--- config.mk ---
export PLATFORM = sky130hd
export DESIGN_NAME = hyper_eot_classifier_flat
export DESIGN_NICKNAME = d
export VERILOG_FILES = /design/src/rtl/hyper_eot_classifier_if.sv /design/src/rtl/hyper_eot_classifier.sv /design/src/flat_wrapper.sv
export SDC_FILE = /design/constraint.sdc
export NUM_CORES = 1
export LEC_CHECK = 0
export BUFFER_PORTS_ARGS = -buffer_cell sky130_fd_sc_hd__buf_2
export CAP_MARGIN = 20
export CORE_ASPECT_RATIO = 0.5
export CORE_MARGIN = 8
export CORE_UTILIZATION = 56
export DETAILED_ROUTE_END_ITERATION = 10
export PLACE_DENSITY_LB_ADDON = 0.3
export RECOVER_POWER = 100
export SLEW_MARGIN = 20
export SYNTH_ARGS = -nofsm -noshare
export SYNTH_HDL_FRONTEND = slang
export SYNTH_SLANG_ARGS = --single-unit
export TNS_END_PERCENT = 10
--- constraint.sdc ---
create_clock -name sys_clk_i -period 2.6 [get_ports sys_clk_i]
set_input_delay 0.52 -clock sys_clk_i [delete_from_list [all_inputs] [get_ports sys_clk_i]]
set_output_delay 0.52 -clock sys_clk_i [all_outputs]
set_load 0.03 [all_outputs]
--- src/rtl/hyper_eot_classifier_if.sv ---
// Transaction-strobe and end-of-transfer event bundle for hyper_eot_classifier.
// master drives the per-channel strobes; slave returns events, levels and sticky flags.
interface hyper_eot_classifier_if #(
  parameter int NB_CH = 2,
  parameter int DEPTH = 4,
  parameter int LVL_W = $clog2(DEPTH + 1)
);
  logic [NB_CH-1:0]       txn_rd_i;
  logic [NB_CH-1:0]       txn_wr_i;
  logic [NB_CH-1:0]       eot_i;
  logic [NB_CH-1:0]       clr_i;
  logic [NB_CH-1:0]       eot_rd_o;
  logic [NB_CH-1:0]       eot_wr_o;
  logic [NB_CH*LVL_W-1:0] level_o;
  logic [NB_CH-1:0]       ovf_o;
  logic [NB_CH-1:0]       orphan_o;
  logic [NB_CH-1:0]       proto_err_o;

  modport master (
    output txn_rd_i, txn_wr_i, eot_i, clr_i,
    input  eot_rd_o, eot_wr_o, level_o, ovf_o, orphan_o, proto_err_o
  );

  modport slave (
    input  txn_rd_i, txn_wr_i, eot_i, clr_i,
    output eot_rd_o, eot_wr_o, level_o, ovf_o, orphan_o, proto_err_o
  );
endinterface

--- src/rtl/hyper_eot_classifier.sv ---
// Per-channel direction FIFO that classifies HyperBus EOTs as read/write-done events, 1-cycle latency.
// No backpressure: full-FIFO pushes are dropped and flagged, empty-FIFO EOTs fall back to the last direction.
module hyper_eot_classifier #(
  parameter int NB_CH = 2,
  parameter int DEPTH = 4,
  localparam int LVL_W = $clog2(DEPTH + 1),
  localparam int PTR_W = $clog2(DEPTH)
) (
  input  logic                  sys_clk_i,
  input  logic                  rstn_i,
  hyper_eot_classifier_if.slave bus
);

  logic [DEPTH-1:0] fifo_q [NB_CH];
  logic [DEPTH-1:0] fifo_d [NB_CH];
  logic [PTR_W-1:0] wptr_q [NB_CH];
  logic [PTR_W-1:0] wptr_d [NB_CH];
  logic [PTR_W-1:0] rptr_q [NB_CH];
  logic [PTR_W-1:0] rptr_d [NB_CH];
  logic [LVL_W-1:0] lvl_q  [NB_CH];
  logic [LVL_W-1:0] lvl_d  [NB_CH];

  logic [NB_CH-1:0] last_dir_q, last_dir_d;
  logic [NB_CH-1:0] eot_rd_q, eot_rd_d;
  logic [NB_CH-1:0] eot_wr_q, eot_wr_d;
  logic [NB_CH-1:0] ovf_q, ovf_d;
  logic [NB_CH-1:0] orphan_q, orphan_d;
  logic [NB_CH-1:0] perr_q, perr_d;

  logic [NB_CH-1:0] empty, full, head, pop, push_req, push;
  logic [NB_CH*LVL_W-1:0] level_flat;

  always_comb begin
    fifo_d     = fifo_q;
    wptr_d     = wptr_q;
    rptr_d     = rptr_q;
    lvl_d      = lvl_q;
    last_dir_d = last_dir_q;
    ovf_d      = ovf_q;
    orphan_d   = orphan_q;
    perr_d     = perr_q;
    eot_rd_d   = '0;
    eot_wr_d   = '0;
    empty      = '0;
    full       = '0;
    head       = '0;
    pop        = '0;
    push_req   = '0;
    push       = '0;
    for (int c = 0; c < NB_CH; c++) begin
      empty[c]    = (lvl_q[c] == '0);
      full[c]     = (lvl_q[c] == LVL_W'(DEPTH));
      head[c]     = fifo_q[c][rptr_q[c]];
      pop[c]      = bus.eot_i[c] & ~empty[c];
      push_req[c] = bus.txn_rd_i[c] ^ bus.txn_wr_i[c];
      // A pop in the same cycle frees the slot the full-FIFO push lands in.
      push[c]     = push_req[c] & (~full[c] | pop[c]);
      if (bus.clr_i[c]) begin
        wptr_d[c]     = '0;
        rptr_d[c]     = '0;
        lvl_d[c]      = '0;
        last_dir_d[c] = 1'b0;
        ovf_d[c]      = 1'b0;
        orphan_d[c]   = 1'b0;
        perr_d[c]     = 1'b0;
      end else begin
        if (push[c]) begin
          fifo_d[c][wptr_q[c]] = bus.txn_rd_i[c];
          wptr_d[c]            = wptr_q[c] + PTR_W'(1);
        end
        if (pop[c]) begin
          rptr_d[c]     = rptr_q[c] + PTR_W'(1);
          last_dir_d[c] = head[c];
        end
        lvl_d[c] = lvl_q[c] + LVL_W'(push[c]) - LVL_W'(pop[c]);
        // Orphan EOTs reuse the last popped direction, like the old single-flag tracker.
        eot_rd_d[c] = bus.eot_i[c] &  (empty[c] ? last_dir_q[c] : head[c]);
        eot_wr_d[c] = bus.eot_i[c] & ~(empty[c] ? last_dir_q[c] : head[c]);
        ovf_d[c]    = ovf_q[c]    | (push_req[c] & full[c] & ~pop[c]);
        orphan_d[c] = orphan_q[c] | (bus.eot_i[c] & empty[c]);
        perr_d[c]   = perr_q[c]   | (bus.txn_rd_i[c] & bus.txn_wr_i[c]);
      end
    end
  end

  always_ff @(posedge sys_clk_i or negedge rstn_i) begin
    if (!rstn_i) begin
      for (int c = 0; c < NB_CH; c++) begin
        fifo_q[c] <= '0;
        wptr_q[c] <= '0;
        rptr_q[c] <= '0;
        lvl_q[c]  <= '0;
      end
      last_dir_q <= '0;
      eot_rd_q   <= '0;
      eot_wr_q   <= '0;
      ovf_q      <= '0;
      orphan_q   <= '0;
      perr_q     <= '0;
    end else begin
      for (int c = 0; c < NB_CH; c++) begin
        fifo_q[c] <= fifo_d[c];
        wptr_q[c] <= wptr_d[c];
        rptr_q[c] <= rptr_d[c];
        lvl_q[c]  <= lvl_d[c];
      end
      last_dir_q <= last_dir_d;
      eot_rd_q   <= eot_rd_d;
      eot_wr_q   <= eot_wr_d;
      ovf_q      <= ovf_d;
      orphan_q   <= orphan_d;
      perr_q     <= perr_d;
    end
  end

  always_comb begin
    level_flat = '0;
    for (int c = 0; c < NB_CH; c++) begin
      level_flat[c*LVL_W +: LVL_W] = lvl_q[c];
    end
  end

  assign bus.eot_rd_o    = eot_rd_q;
  assign bus.eot_wr_o    = eot_wr_q;
  assign bus.level_o     = level_flat;
  assign bus.ovf_o       = ovf_q;
  assign bus.orphan_o    = orphan_q;
  assign bus.proto_err_o = perr_q;

endmodule
--- src/flat_wrapper.sv ---
// flat-port wrapper written by rule: the top's interface ports become plain ports
module hyper_eot_classifier_flat 
#(
  parameter int NB_CH = 2,
  parameter int DEPTH = 4,
  localparam int LVL_W = $clog2(DEPTH + 1),
  localparam int PTR_W = $clog2(DEPTH)
)
  (sys_clk_i, rstn_i, bus_txn_rd_i, bus_txn_wr_i, bus_eot_i, bus_clr_i, bus_eot_rd_o, bus_eot_wr_o, bus_level_o, bus_ovf_o, bus_orphan_o, bus_proto_err_o);
  hyper_eot_classifier_if #(.NB_CH(NB_CH), .DEPTH(DEPTH)) bus_i ();
  input  logic sys_clk_i;
  input  logic rstn_i;
  input wire logic [$bits(bus_i.txn_rd_i)-1:0] bus_txn_rd_i;
  input wire logic [$bits(bus_i.txn_wr_i)-1:0] bus_txn_wr_i;
  input wire logic [$bits(bus_i.eot_i)-1:0] bus_eot_i;
  input wire logic [$bits(bus_i.clr_i)-1:0] bus_clr_i;
  output wire logic [$bits(bus_i.eot_rd_o)-1:0] bus_eot_rd_o;
  output wire logic [$bits(bus_i.eot_wr_o)-1:0] bus_eot_wr_o;
  output wire logic [$bits(bus_i.level_o)-1:0] bus_level_o;
  output wire logic [$bits(bus_i.ovf_o)-1:0] bus_ovf_o;
  output wire logic [$bits(bus_i.orphan_o)-1:0] bus_orphan_o;
  output wire logic [$bits(bus_i.proto_err_o)-1:0] bus_proto_err_o;
  assign bus_i.txn_rd_i = bus_txn_rd_i;
  assign bus_i.txn_wr_i = bus_txn_wr_i;
  assign bus_i.eot_i = bus_eot_i;
  assign bus_i.clr_i = bus_clr_i;
  assign bus_eot_rd_o = bus_i.eot_rd_o;
  assign bus_eot_wr_o = bus_i.eot_wr_o;
  assign bus_level_o = bus_i.level_o;
  assign bus_ovf_o = bus_i.ovf_o;
  assign bus_orphan_o = bus_i.orphan_o;
  assign bus_proto_err_o = bus_i.proto_err_o;
  hyper_eot_classifier #(.NB_CH(NB_CH), .DEPTH(DEPTH)) u_core (.sys_clk_i(sys_clk_i), .rstn_i(rstn_i), .bus(bus_i));
endmodule
==> results_dict.tcl <==
set metrics [dict create \
    status "finished with violations" \
    violations "capacitance limit, slew limit" \
    die_w_um 94.6 \
    die_height_um 55.3 \
    dpl_cell_area_um2 1890 \
    syn2layout_area_growth_pct 13.2 \
    clock_latency_ps 290 \
    final_antenna_net_count 0 \
    viasPerCell 5.31 \
    boundaryPins 26 \
    grt_pass1_vias 1220 \
    final_area_um2 1960 \
    cp_data_arrival_time_ps 2390 \
    row_count 14 \
    num_vias 1174 \
    required_ps 2760 \
    worst_pin_slew_ps 1740 \
    use_met2 0.219 \
    skew_ps 6.58 \
    hold_viol_final 0 \
    wl_per_cell_um 14.7 \
    drcViolationCount 0 \
    pre_cts_ws_ps 197 \
    worstPathMaxFanout 8 \
    fmax_mhz 449 \
    antenna_found_initial 0 \
    place.port_buffers 25 \
    p_leak_nw 0.901 \
    clkTransAtPathRegs_ps 70 \
    clockBufferDepth 2 \
    seq_area_frac_synth 0.492 \
    drive_gt1_frac 0.105 \
    hold_class "reg -> reg" \
    cts_tree "done" \
    grtUsageMet1 0.158 \
    dieArea_um2 5230 \
    synth_nets 176 \
    max_cap_violations 1 \
    ys_types 24 \
    routed_wirelength_um 3250 \
    hold_buffers 0 \
    core_um2 2980 \
    first_iter_violations 30 \
    setup_viol_count_final 0 \
    cts-buffers-inserted 5 \
    syn_area_um2 1730 \
    postCtsSetupBuffers 0 \
    tns_ps 0 \
    dr.pass1.iters 4 \
    syn_avg_cell_area_um2 11.4 \
    grt-busiest-layer "met2" \
    cts_max_level 2 \
    relSlewSlack -0.161 \
    synth_edf_count 0 \
    cts_root_buf "clkbuf_8" \
    clkSinkCount 34 \
    ys.flop_type "dfrtp_1" \
    crit_type "reg -> reg" \
    crit_path_start_kind "flop" \
    hpwlAfterDp_um 2310 \
    cts_resized 0 \
    post-route-period-util 0.857 \
    synth.ff_latch_count 34 \
    async_flop_share 1.00 \
    grt_usage 0.138 \
    grt_first_pass_wirelength_um 5590 \
    grt_max_degree 35 \
    worstSetupEndpointType "flop" \
    gp_congestion 0.779 \
    grt-ovfl-total 0 \
    fin_crit_ps 2230 \
    nets 204 \
    grt_util_met3 0.0471 \
    ir_drop_uv 555 \
    antennaDiodeCount 0 \
    synthCells 152 \
    initial_core_util 0.580 \
    rsz0062_at_grt "no" \
    yosysWarnings 0 \
    power_density_nw_per_um2 1010 \
    timing.final.ws_setup_ps 371 \
    maxSlewViolCount 35 \
]
==> cell type report <==
type | count | area, µm²
fillers | 248 | 1020
flip-flops and latches | 34 | 851
multi-input cells | 104 | 821
repair buffers | 27 | 113
clock buffers | 7 | 86.3
well taps | 40 | 50.0
inverters | 8 | 30.0
clock inverters | 1 | 5.00
==> synthesized netlist by cell type (6+ instances only) <==
library cell,n,area (µm²)
xor2_1,6,52.6
dfrtp_1,34,851
inv_1,8,30.0
nor2_1,24,90.1
nand4b_1,8,70.1
mux2_1,7,78.8
a21oi_1,8,40.0
ha_1,12,150
==> logic make-up (layout without fill, tap and decap cells) <==
group / count (synthesis) / in the layout / synth area share
compound gates: 16 / 16 / 0.0536
xor+xnor: 6 / 6 / 0.0304
fa+ha+maj: 14 / 14 / 0.110
buf+inv: 14 / 43 / 0.0326
flops: 34 / 34 / 0.492
mux: 16 / 16 / 0.114
simple gates: 52 / 52 / 0.167
==> sequential cells by signal, summed over array words and instances (netlist names) <==
name,cells
u_core.bus.ovf_o,2
u_core.bus.eot_wr_o,2
u_core.fifo_q,8
u_core.bus.proto_err_o,2
u_core.rptr_q,4
u_core.last_dir_q,2
u_core.wptr_q,4
u_core.bus.orphan_o,2
u_core.bus.eot_rd_o,2
u_core.bus.level_o,6
==> critical path: stages (launching register included) <==
cell and delay [ps]:
dfrtp_1 470, o31ai_1 590, mux2i_1 170, ha_1 220
inv_1 80, fa_1 200, xor2_1 200, and2_0 150
nor3_1 40
==> final timing paths <==
kind | start | end | slack [ps] | cells past startpoint
worst max register to register | u_core.bus.level_o[0] | u_core.bus.level_o[2] | 370 | 8
max in group asynchronous | rstn_i | u_core.wptr_q[3] | 900 | 1
worst max-delay path | u_core.bus.level_o[0] | u_core.bus.level_o[2] | 370 | 8
worst min register to register | u_core.fifo_q[3] | u_core.fifo_q[3] | 500 | 1
worst min-delay path | u_core.fifo_q[3] | u_core.fifo_q[3] | 500 | 1
min in group asynchronous | rstn_i | u_core.wptr_q[0] | 680 | 1
==> metrics by stage <==
stage	hold WS, ps	power (W)	util	std cells
detailed placement	480	0.00162	0.635	213
CTS	321	0.00203	0.666	221
global placement	472	0.00157	0.635	213
floorplan	224	0.00139	-	152
finish	497	0.00198	0.657	221
global route	519	0.00214	0.657	221
==> metal layers <==
metal / vias to the layer above / part of all wire
met5: - / 0
met4: 0 / 0.019
met3: 5 / 0.052
met2: 23 / 0.47
met1: 566 / 0.46
li1: 580 / -
==> where the power goes <==
group          internal (W)  switching (W)  total, W
combinational      0.000309       0.000430  0.000739
sequential         0.000683       0.000158  0.000841
clock              0.000214       0.000190  0.000403
==> cells in the final DEF (no fill, tap or decap), types with 3 or more instances in the layout <==
cell type	n
clkbuf_1	21
nand4b_1	8
buf_2	6
mux2_2	3
dfrtp_1	34
nand3_1	4
o21ai_0	4
xor2_1	6
mux2i_1	4
nor3_1	4
a21oi_1	8
mux2_1	7
clkbuf_8	6
inv_1	8
nor2b_1	4
ha_1	12
nor2_1	24
Note: power is estimated with default switching activity, not from simulation.
